===== config.mk =====
export PLATFORM = sky130hd
export DESIGN_NAME = uart_tx_retry
export DESIGN_NICKNAME = d
export VERILOG_FILES = /design/src/rtl/uart_tx_retry.sv
export SDC_FILE = /design/constraint.sdc
export NUM_CORES = 1
export LEC_CHECK = 0
export ABC_AREA = 1
export CAP_MARGIN = 20
export CORE_ASPECT_RATIO = 0.9
export CORE_MARGIN = 1
export CORE_UTILIZATION = 25
export CTS_CLUSTER_SIZE = 40
export DETAILED_ROUTE_END_ITERATION = 12
export GPL_ROUTABILITY_DRIVEN = 0
export PLACE_DENSITY = 0.51
export SETUP_SLACK_MARGIN = 0.1
export SLEW_MARGIN = 25
export SYNTH_ARGS = -nofsm -noshare
export SYNTH_HDL_FRONTEND = slang
export SYNTH_SLANG_ARGS = --single-unit

===== constraint.sdc =====
create_clock -name CLK_Baudin -period 3 [get_ports CLK_Baudin]
set_input_delay 0.9 -clock CLK_Baudin [delete_from_list [all_inputs] [get_ports CLK_Baudin]]
set_output_delay 0.9 -clock CLK_Baudin [all_outputs]
set_load 0.005 [all_outputs]

===== src/rtl/uart_tx_retry.sv =====
// UART transmitter with optional parity, configurable stop bits and a bounded
// retransmit loop driven by the receiver-side flag input.
module uart_tx_retry #(
    parameter int DATA_W       = 32,
    parameter int PARITY_MODE  = 1,
    parameter int STOP_BITS    = 1,
    parameter int CLKS_PER_BIT = 1,
    parameter int MAX_RETRY    = 2
) (
    input  logic              CLK_Baudin,
    input  logic              RstTx_n,
    input  logic              NewData,
    input  logic [DATA_W-1:0] DataIn,
    input  logic              flag,
    output logic              TxSerial,
    output logic              Busy,
    output logic              DoneTx,
    output logic              Fail,
    output logic [3:0]        RetryCnt
);

    localparam int STOP_LEN = STOP_BITS * CLKS_PER_BIT;
    localparam int TW       = $clog2(STOP_LEN) + 1;
    localparam int IW       = $clog2(DATA_W);

    localparam logic [TW-1:0] BIT_RELOAD  = TW'(CLKS_PER_BIT - 1);
    localparam logic [TW-1:0] STOP_RELOAD = TW'(STOP_LEN - 1);
    localparam logic [IW-1:0] LAST_IDX    = IW'(DATA_W - 1);

    typedef enum logic [2:0] {IDLE, START, DATA, PARITY, STOP, GAP} state_t;

    state_t            state_q, state_n;
    logic [TW-1:0]     timer_q, timer_n;
    logic [IW-1:0]     idx_q, idx_n;
    logic [DATA_W-1:0] shadow_q, shadow_n;
    logic              req_q, req_n;
    logic [3:0]        retry_n;
    logic              tx_n, busy_n, done_n, fail_n;
    logic              last_tick, parity_bit, req_now;

    assign last_tick  = (timer_q == '0);
    assign parity_bit = (PARITY_MODE == 2) ? ~(^shadow_q) : ^shadow_q;
    assign req_now    = req_q | flag;

    // Outputs are computed one cycle ahead so every port comes straight from a flop.
    always_comb begin
        state_n  = state_q;
        timer_n  = timer_q - TW'(1);
        idx_n    = idx_q;
        shadow_n = shadow_q;
        req_n    = req_q;
        retry_n  = RetryCnt;
        tx_n     = TxSerial;
        done_n   = 1'b0;
        fail_n   = 1'b0;

        case (state_q)
            IDLE: begin
                timer_n = timer_q;
                if (NewData) begin
                    shadow_n = DataIn;
                    retry_n  = 4'd0;
                    req_n    = 1'b0;
                    timer_n  = BIT_RELOAD;
                    tx_n     = 1'b0;
                    state_n  = START;
                end
            end
            START: begin
                req_n = req_now;
                if (last_tick) begin
                    idx_n   = '0;
                    timer_n = BIT_RELOAD;
                    tx_n    = shadow_q[0];
                    state_n = DATA;
                end
            end
            DATA: begin
                req_n = req_now;
                if (last_tick) begin
                    timer_n = BIT_RELOAD;
                    if (idx_q != LAST_IDX) begin
                        idx_n = idx_q + IW'(1);
                        tx_n  = shadow_q[idx_n];
                    end else if (PARITY_MODE != 0) begin
                        tx_n    = parity_bit;
                        state_n = PARITY;
                    end else begin
                        tx_n    = 1'b1;
                        timer_n = STOP_RELOAD;
                        state_n = STOP;
                    end
                end
            end
            PARITY: begin
                req_n = req_now;
                if (last_tick) begin
                    tx_n    = 1'b1;
                    timer_n = STOP_RELOAD;
                    state_n = STOP;
                end
            end
            STOP: begin
                req_n = req_now;
                if (last_tick) begin
                    req_n = 1'b0;
                    tx_n  = 1'b1;
                    if (!req_now) begin
                        done_n  = 1'b1;
                        state_n = IDLE;
                    end else if (RetryCnt < 4'(MAX_RETRY)) begin
                        retry_n = RetryCnt + 4'd1;
                        timer_n = BIT_RELOAD;
                        state_n = GAP;
                    end else begin
                        fail_n  = 1'b1;
                        state_n = IDLE;
                    end
                end
            end
            GAP: begin
                if (last_tick) begin
                    tx_n    = 1'b0;
                    timer_n = BIT_RELOAD;
                    state_n = START;
                end
            end
            default: begin
                state_n = IDLE;
                tx_n    = 1'b1;
            end
        endcase

        busy_n = (state_n != IDLE);
    end

    always_ff @(posedge CLK_Baudin or negedge RstTx_n) begin
        if (!RstTx_n) begin
            state_q  <= IDLE;
            timer_q  <= '0;
            idx_q    <= '0;
            shadow_q <= '0;
            req_q    <= 1'b0;
            RetryCnt <= 4'd0;
            TxSerial <= 1'b1;
            Busy     <= 1'b0;
            DoneTx   <= 1'b0;
            Fail     <= 1'b0;
        end else begin
            state_q  <= state_n;
            timer_q  <= timer_n;
            idx_q    <= idx_n;
            shadow_q <= shadow_n;
            req_q    <= req_n;
            RetryCnt <= retry_n;
            TxSerial <= tx_n;
            Busy     <= busy_n;
            DoneTx   <= done_n;
            Fail     <= fail_n;
        end
    end

endmodule

==> results of run 1 <==
[sequential cells by signal, summed over array words and instances, names as in the netlist]
register	cells
Busy	1
Fail	1
RetryCnt	4
shadow_q	32
timer_q	1
state_q	3
idx_q	5
req_q	1
DoneTx	1
TxSerial	1
[area by class of cell]
class | instances | area (um2) | share of cell area
Sequential cell | 50 | 1250 | 0.319
Inverter | 55 | 206 | 0.0526
Clock inverter | 1 | 5.00 | 0.00127
Timing Repair Buffer | 48 | 475 | 0.121
Clock buffer | 7 | 143 | 0.0363
Tap cell | 160 | 200 | 0.0510
Multi-Input combinational cell | 370 | 1650 | 0.419
[cells by family (layout without fill, tap and decap cells)]
family / count (synthesis) / count (layout) / share of synthesized area
compound gates: 76 / 76 / 0.131
flops: 50 / 50 / 0.396
buf+inv: 66 / 111 / 0.0828
simple gates: 285 / 285 / 0.352
xor+xnor: 6 / 6 / 0.0250
fa+ha+maj: 3 / 3 / 0.0119
[placed cells by master, fill, tap and decap left out, drive strengths merged]
cell type,count
o21a,1
nor3,2
nand3,23
o21ai,50
o31ai,1
dfstp,1
ha,3
o311ai,2
a21oi,17
o221ai,2
inv,55
nor2,24
xnor2,2
buf,6
xor2,4
o211ai,2
dfrtp,49
nand2,236
clkinv,1
clkdlybuf4s50,42
o22ai,1
clkbuf,7
[power groups by stage]
stage               clock [uW]  combinational, uW  sequential [uW]
CTS                        606               2570             1250
detailed placement           0               2560             1260
global route               628               2970             1300
finish                     591               2540             1250
global placement             0               2490             1260
floorplan                    0               1940             1190
[worst paths after layout]
kind | slack, ns | end | start | depth (start not counted)
min in group asynchronous | 0.56 | shadow_q[12] | RstTx_n | 1
max | 0.76 | TxSerial | TxSerial | 1
min reg2reg | 0.51 | RetryCnt[3] | RetryCnt[3] | 2
max in group asynchronous | 1.79 | shadow_q[26] | RstTx_n | 2
min | 0.51 | RetryCnt[3] | RetryCnt[3] | 2
max reg2reg | 0.99 | TxSerial | idx_q[1] | 11
[metrics by stage]
step | instances | hold WS, ns | setup slack, ns | total power (uW)
6_report | 691 | 0.508 | 0.762 | 4380
4_1_cts | 691 | 0.509 | 0.755 | 4420
3_3_place_gp | 683 | 0.481 | 0.646 | 3750
3_5_place_dp | 683 | 0.489 | 0.590 | 3810
2_1_floorplan | 486 | 0.459 | 1.31 | 3130
5_1_grt | 691 | 0.550 | 0.740 | 4900
[layer usage]
layer	vias up	part of all wire
li1	1609	-
met1	1390	0.49
met2	53	0.46
met3	2	0.044
met4	0	0.0040
met5	-	0
==> impl_metrics.yaml, run 1 <==
yosys:
  synthArstFlopShare: 1.00
  synth.avg_cell_area_um2: 6.50
  synth_largest_area_cell: "dfrtp_1"
  synth_top_cell_area_share: 0.388
  synth_cell_types: 28
  synth_edf_count: 0
  ys.flop_type: "dfrtp_1"
  yosysWarnings: 0
  syn-num-nets: 525
  synthTopCellsByCount: "nand2_1 (235), dfrtp_1 (49), o21ai_0 (38), inv_1 (36), nand3_1 (23)"
  yosys-top-cells-area: "dfrtp_1 (39%), nand2_1 (28%), o21ai_0 (6.0%)"
  syn_area_um2: 3160
  synth.most_common_cell: "nand2_1"
  synth_cells: 486
  ys_ff_latch: 50
  yosysSeqAreaShare: 0.396
critical_path:
  critPathSlowestCell: "dfstp_2"
  cp-start-kind: "register"
  crit_buf_inv: 1
  path_delay_family: "flip-flops"
  crit_type: "reg -> out"
  critPathRequiredTime_ns: 2.10
  worst-path-max-fanout: 2
  cp_cell_sequence: "clkdlybuf4s50_1"
  worst_path_largest_cell_delay_ns: 0.55
  endpoint_kind: "output port"
  crit_arrival_ns: 1.34
floorplanning:
  fp.dieArea_um2: 13100
  boundaryPins: 44
  row_count: 38
  die_width_um: 120
  start_util: 0.260
  fp.coreArea_um2: 12200
  die_y_um: 109
clocking:
  htree_levels: 2
  cts_buffer_depth: 2
  hold_buffers: 0
  cts_setup_buffers: 0
  clkTransAtPathRegs_ns: 0.07
  cts_buffers: 5
  postCtsResizedCells: 0
  worst_skew_pair.late_latency_ns: 0.29
  tritoncts: "done"
  cts.sinks: 50
  cts-root-buf: "clkbuf_16"
detailed_routing:
  drt_iter0_drc: 129
  via_per_inst: 4.42
  avgRoutedWirePerCell_um: 11.9
  first_pass_iters: 4
  wl_um: 8210
  vias: 3054
  drc: 0
  postRouteAntennaNets: 0
sta:
  final_hold_viol_count: 0
  setup_viol: 0
  maxSlewHeadroom: 0.674
  finalSetupTns_ns: 0
  period_minus_slack_ns: 2.24
  period_share: 0.746
  rsz0062_at_grt: "no"
  final-max-slew-violation-count: 0
  fmax_mhz: 447
  worst_pin_slew_ns: 0.489
  fin_skew_ns: 0.00984
power:
  p_sw_uw: 2170
  ir_drop_uv: 353
  p_int_uw: 2210
  switching_share: 0.495
  seqPwrFrac: 0.286
  pwr-share-comb: 0.579
  powerDensity_nw_per_um2: 1120
  p_clk_frac: 0.135
  p_leak_uw: 0.00197
global_route:
  grt_overflow_total: 0
  grt_pass1_wl_um: 13600
  grt_use_met3: 0.0282
  gr-usage-all-layers: 0.132
  grt_max_degree: 43
  antenna_found_initial: 0
  use_met2: 0.225
  gr-max-usage-layer: "met2"
  met1_usage: 0.173
  grt_pass1_vias: 2905
placement:
  postPlaceCellArea_um2: 3780
  io_buffer_count: 43
  dp_hpwl_um: 6130
finish:
  antennaDiodeCount: 0
  fill_cells: 1353
  fin_nets: 569
  area_growth_pct: 24.3
  post-route-cell-area_um2: 3930
  final_util: 0.323
  drive_gt1_frac: 0.0753
status:
  status: "completed"
job:
  drv_cap: 0
worst_hold_path:
  hold_class: "reg -> reg"
Power figures use the tool's default switching activity.
==> inputs of run 2 (changes only) <==
- PLACE_DENSITY: 0.51 -> 0.52
- clock period: 3 -> 1.95 ns (I/O delays scaled with it)
==> run 2 against run 1 <==
Count of clock-buffer cells in the layout did not move. Die area unchanged. First-iteration DRC count decreased by 14%. Clock skew down 0.0058 ns. Largest power group unchanged.
==> impl_metrics.yaml, run 2 (synthesized netlist as in run 1, its figures left out) <==
finish:
  fin_nets: 576
  antennaDiodeCount: 0
  layout_common_cells: "nand2_1 (235), dfrtp_1 (49), clkdlybuf4s50_1 (41)"
  layout_commonest_cell: "nand2_1"
  fill_cells: 1384
  ff_latch_area_um2: 1250
  multi_input_comb_area_um2: 1660
  largest_reg_flops: 32
  top_regs: "shadow_q (32), idx_q (5), RetryCnt (4)"
  area_growth_pct: 26.9
  drive_gt1_frac: 0.0911
  post-route-cell-area_um2: 4010
  top_register: "shadow_q"
sta:
  finalWorstSetupSlack_ns: 0.163
  rsz0062_at_grt: "yes"
  maxSlewHeadroom: 0.711
  period_share: 0.916
  finalSetupTns_ns: 0
  final-max-slew-violation-count: 0
  fmax_mhz: 560
  final_hold_viol_count: 0
  setup_viol: 0
  worst_pin_slew_ns: 0.428
  fin_skew_ns: 0.00402
  period_minus_slack_ns: 1.79
clocking:
  cts.sinks: 50
  worst_skew_pair.late_latency_ns: 0.29
  htree_levels: 2
  tritoncts: "done"
  cts-root-buf: "clkbuf_16"
  hold_buffers: 0
  cts_buffers: 5
  clkTransAtPathRegs_ns: 0.07
  cts_buffer_depth: 2
detailed_routing:
  drt_iter0_drc: 111
  wl_um: 8210
  postRouteAntennaNets: 0
  via_per_inst: 4.44
  avgRoutedWirePerCell_um: 11.8
  drc: 0
  vias: 3101
  first_pass_iters: 5
status:
  status: "completed"
critical_path:
  cp-start-kind: "register"
  path_delay_family: "buffers and inverters"
  critPathRequiredTime_ns: 1.36
  ff2ff_path_depth: 11
  crit_buf_inv: 1
  critPathSlowestCell: "clkdlybuf4s50_1"
  worst_path_largest_cell_delay_ns: 0.53
  endpoint_kind: "output port"
  r2r-end: "TxSerial"
  crit_arrival_ns: 1.20
  r2r_start: "idx_q[0]"
  worst-path-max-fanout: 3
  cp_cell_sequence: "clkdlybuf4s50_1"
  crit_type: "reg -> out"
  r2r_slack_ns: 0.23
power:
  p_leak_uw: 0.00201
  ir_drop_uv: 477
  powerDensity_nw_per_um2: 1720
global_route:
  grt_overflow_total: 0
  grt_max_degree: 51
  grt_pass1_vias: 2968
  gr-usage-all-layers: 0.133
  grt_pass1_wl_um: 13800
  antenna_found_initial: 0
job:
  drv_cap: 0
floorplanning:
  die_y_um: 109
  boundaryPins: 44
  fp.coreArea_um2: 12200
  row_count: 38
  fp.dieArea_um2: 13100
  die_width_um: 120
  start_util: 0.260
worst_hold_path:
  hold_class: "in -> async"
placement:
  io_buffer_count: 43
  dp_slack_ns: 0.0567
  dp_hpwl_um: 6110
  postPlaceCellArea_um2: 3840
## run 2: power by group
group | internal, uW | switching [uW] | leakage, uW
Combinational | 1510 | 2520 | 0.00130
Clock | 511 | 401 | 0.0000739
Sequential | 1490 | 457 | 0.000631
## run 2: through the flow
step / instances / utilization / total power (uW) / hold WS [ns]
global route: 698 / 0.329 / 7650 / 0.307
floorplan: 486 / - / 4820 / 0.289
finish: 698 / 0.329 / 6890 / 0.272
detailed placement: 689 / 0.315 / 5950 / 0.486
CTS: 698 / 0.328 / 6910 / 0.288
global placement: 689 / 0.315 / 5830 / 0.482
## run 2: metal layers
layer | part of all wire | global-route usage
met3 | 0.035 | 0.0267
met1 | 0.50 | 0.179
met4 | 0.0047 | 0.0247
met2 | 0.46 | 0.224
met5 | 0 | 0
## run 2: cell type report
cell class,instances,share of cell area
Clock buffer,7,0.0356
Inverter,55,0.0515
Timing Repair Buffer,55,0.135
Tap cell,160,0.0500
Multi-Input combinational cell,370,0.414
Clock inverter,1,0.00125
Sequential cell,50,0.313
## run 2: worst max path at each step
stage	startpoint	endpoint	slack (ns)	cells past startpoint
floorplan	idx_q[0]	TxSerial	0.36	11
global placement	flag	Busy	0.11	9
detailed placement	flag	Busy	0.06	9
CTS	RetryCnt[2]	RetryCnt[2]	0.15	1
global route	idx_q[0]	idx_q[0]	0.09	10
finish	RetryCnt[2]	RetryCnt[2]	0.16	1
## run 2: what timing repair did
item,4_1_cts,5_1_grt
hold endpoints to repair,0,0
gates resized for setup,1,3
setup buffers,1,0
setup endpoints to repair,2,4
==> inputs of run 3 (changes only) <==
- PLACE_DENSITY: 0.52 -> 0.51
- clock period: 1.95 -> 1.9 ns (I/O delays scaled with it)
==> run 3 against run 2 <==
Sequential power grew 4%. First-iteration DRC count shrank 9.9%. Clock power grew 2%. Register-to-register slack lost 0.04 ns. Final area grew 0.37%. Core utilization grew 0.12 points. Total power grew 2.6%. Combinational power grew 2%. Wire length shrank 1.1%. Clock skew shrank 0.0014 ns.
==> impl_metrics.yaml, run 3 (synthesized netlist as in run 1, its figures left out) <==
status:
  status: "completed"
sta:
  maxSlewHeadroom: 0.739
  period_minus_slack_ns: 1.76
  final-max-slew-violation-count: 0
  finalSetupTns_ns: 0
  worst_pin_slew_ns: 0.386
  fin_skew_ns: 0.00264
  period_share: 0.924
  fmax_mhz: 570
  final_hold_viol_count: 0
  setup_viol: 0
  rsz0062_at_grt: "yes"
worst_hold_path:
  hold_class: "in -> async"
finish:
  drive_gt1_frac: 0.0933
  fin_nets: 574
  antennaDiodeCount: 0
  layout_commonest_cell: "nand2_1"
  area_growth_pct: 27.3
  top_register: "shadow_q"
  post-route-cell-area_um2: 4020
  layout_common_cells: "nand2_1 (235), dfrtp_1 (48), clkdlybuf4s50_1 (39)"
  top_regs: "shadow_q (32), idx_q (5), RetryCnt (4)"
  largest_reg_flops: 32
clocking:
  tritoncts: "done"
  hold_buffers: 0
  cts_buffers: 5
  clkTransAtPathRegs_ns: 0.06
  cts_buffer_depth: 2
  htree_levels: 2
  worst_skew_pair.late_latency_ns: 0.30
  cts-root-buf: "clkbuf_16"
  cts.sinks: 50
power:
  ir_drop_uv: 527
  powerDensity_nw_per_um2: 1760
  p_leak_uw: 0.00202
detailed_routing:
  vias: 3099
  drc: 0
  postRouteAntennaNets: 0
  first_pass_iters: 4
  via_per_inst: 4.45
  wl_um: 8120
  drt_iter0_drc: 100
  avgRoutedWirePerCell_um: 11.7
critical_path:
  worst-path-max-fanout: 3
  endpoint_kind: "output port"
  crit_type: "reg -> out"
  cp.depth: 1
  worst_path_largest_cell_delay_ns: 0.51
  critPathRequiredTime_ns: 1.33
  ff2ff_path_depth: 10
  path_delay_family: "buffers and inverters"
  crit_arrival_ns: 1.19
  cp_cell_sequence: "clkdlybuf4s50_1"
  crit_buf_inv: 1
  cp-start-kind: "register"
  critPathSlowestCell: "clkdlybuf4s50_1"
floorplanning:
  boundaryPins: 44
  die_width_um: 120
  die_y_um: 109
  fp.coreArea_um2: 12200
  start_util: 0.260
  fp.dieArea_um2: 13100
  row_count: 38
placement:
  postPlaceCellArea_um2: 3830
  io_buffer_count: 43
  dp_hpwl_um: 6180
global_route:
  grt_max_degree: 36
  grt_pass1_wl_um: 13700
  antenna_found_initial: 0
  grt_overflow_total: 0
  grt_pass1_vias: 2917
  gr-usage-all-layers: 0.133
job:
  drv_cap: 0
==> run 3: worst paths after layout <==
kind | start | endpoint | slack [ns]
worst max register to register | idx_q[0] | TxSerial | 0.19
worst max-delay path | RetryCnt[2] | RetryCnt[2] | 0.14
max in group asynchronous | RstTx_n | TxSerial | 1.35
worst min register to register | RetryCnt[3] | RetryCnt[3] | 0.50
worst min-delay path | RstTx_n | shadow_q[12] | 0.09
min in group CLK_Baudin | RetryCnt[3] | RetryCnt[3] | 0.50
==> run 3: layout make-up <==
class                           count  area (um2)
Fill cell                        1328        8150
Timing Repair Buffer               53         549
Clock inverter                      1        5.00
Tap cell                          160         200
Clock buffer                        7         143
Inverter                           55         206
Sequential cell                    50        1250
Multi-Input combinational cell    370        1670
==> run 3: through the flow <==
| step | power [uW] | hold WS (ns) | utilization | setup WS [ns] | cells |
|---|---|---|---|---|---|
| 3_3_place_gp | 5990 | 0.402 | 0.315 | 0.0512 | 687 |
| 6_report | 7070 | 0.0881 | 0.330 | 0.144 | 696 |
| 3_5_place_dp | 6100 | 0.402 | 0.315 | 0.0165 | 687 |
| 4_1_cts | 7060 | 0.0833 | 0.327 | 0.121 | 695 |
| 5_1_grt | 7860 | 0.0872 | 0.330 | 0.0604 | 696 |
| 2_1_floorplan | 4950 | 0.274 | - | 0.306 | 486 |
==> run 3: where the power goes <==
part,internal (uW),switching (uW)
logic,1550,2570
registers,1530,491
clock network,523,404
==> run 3: what timing repair did <==
action,in CTS,in global routing
pin swaps,0,1
setup endpoints to repair,2,6
setup buffers,0,1
hold endpoints to repair,0,0
gates resized for setup,2,10
==> run 3: per-layer routing <==
metal | routed length [um] | GRT usage
met1 | 4020 | 0.173
met2 | 3700 | 0.223
met3 | 310 | 0.0282
met4 | 91 | 0.0397
met5 | 0 | 0
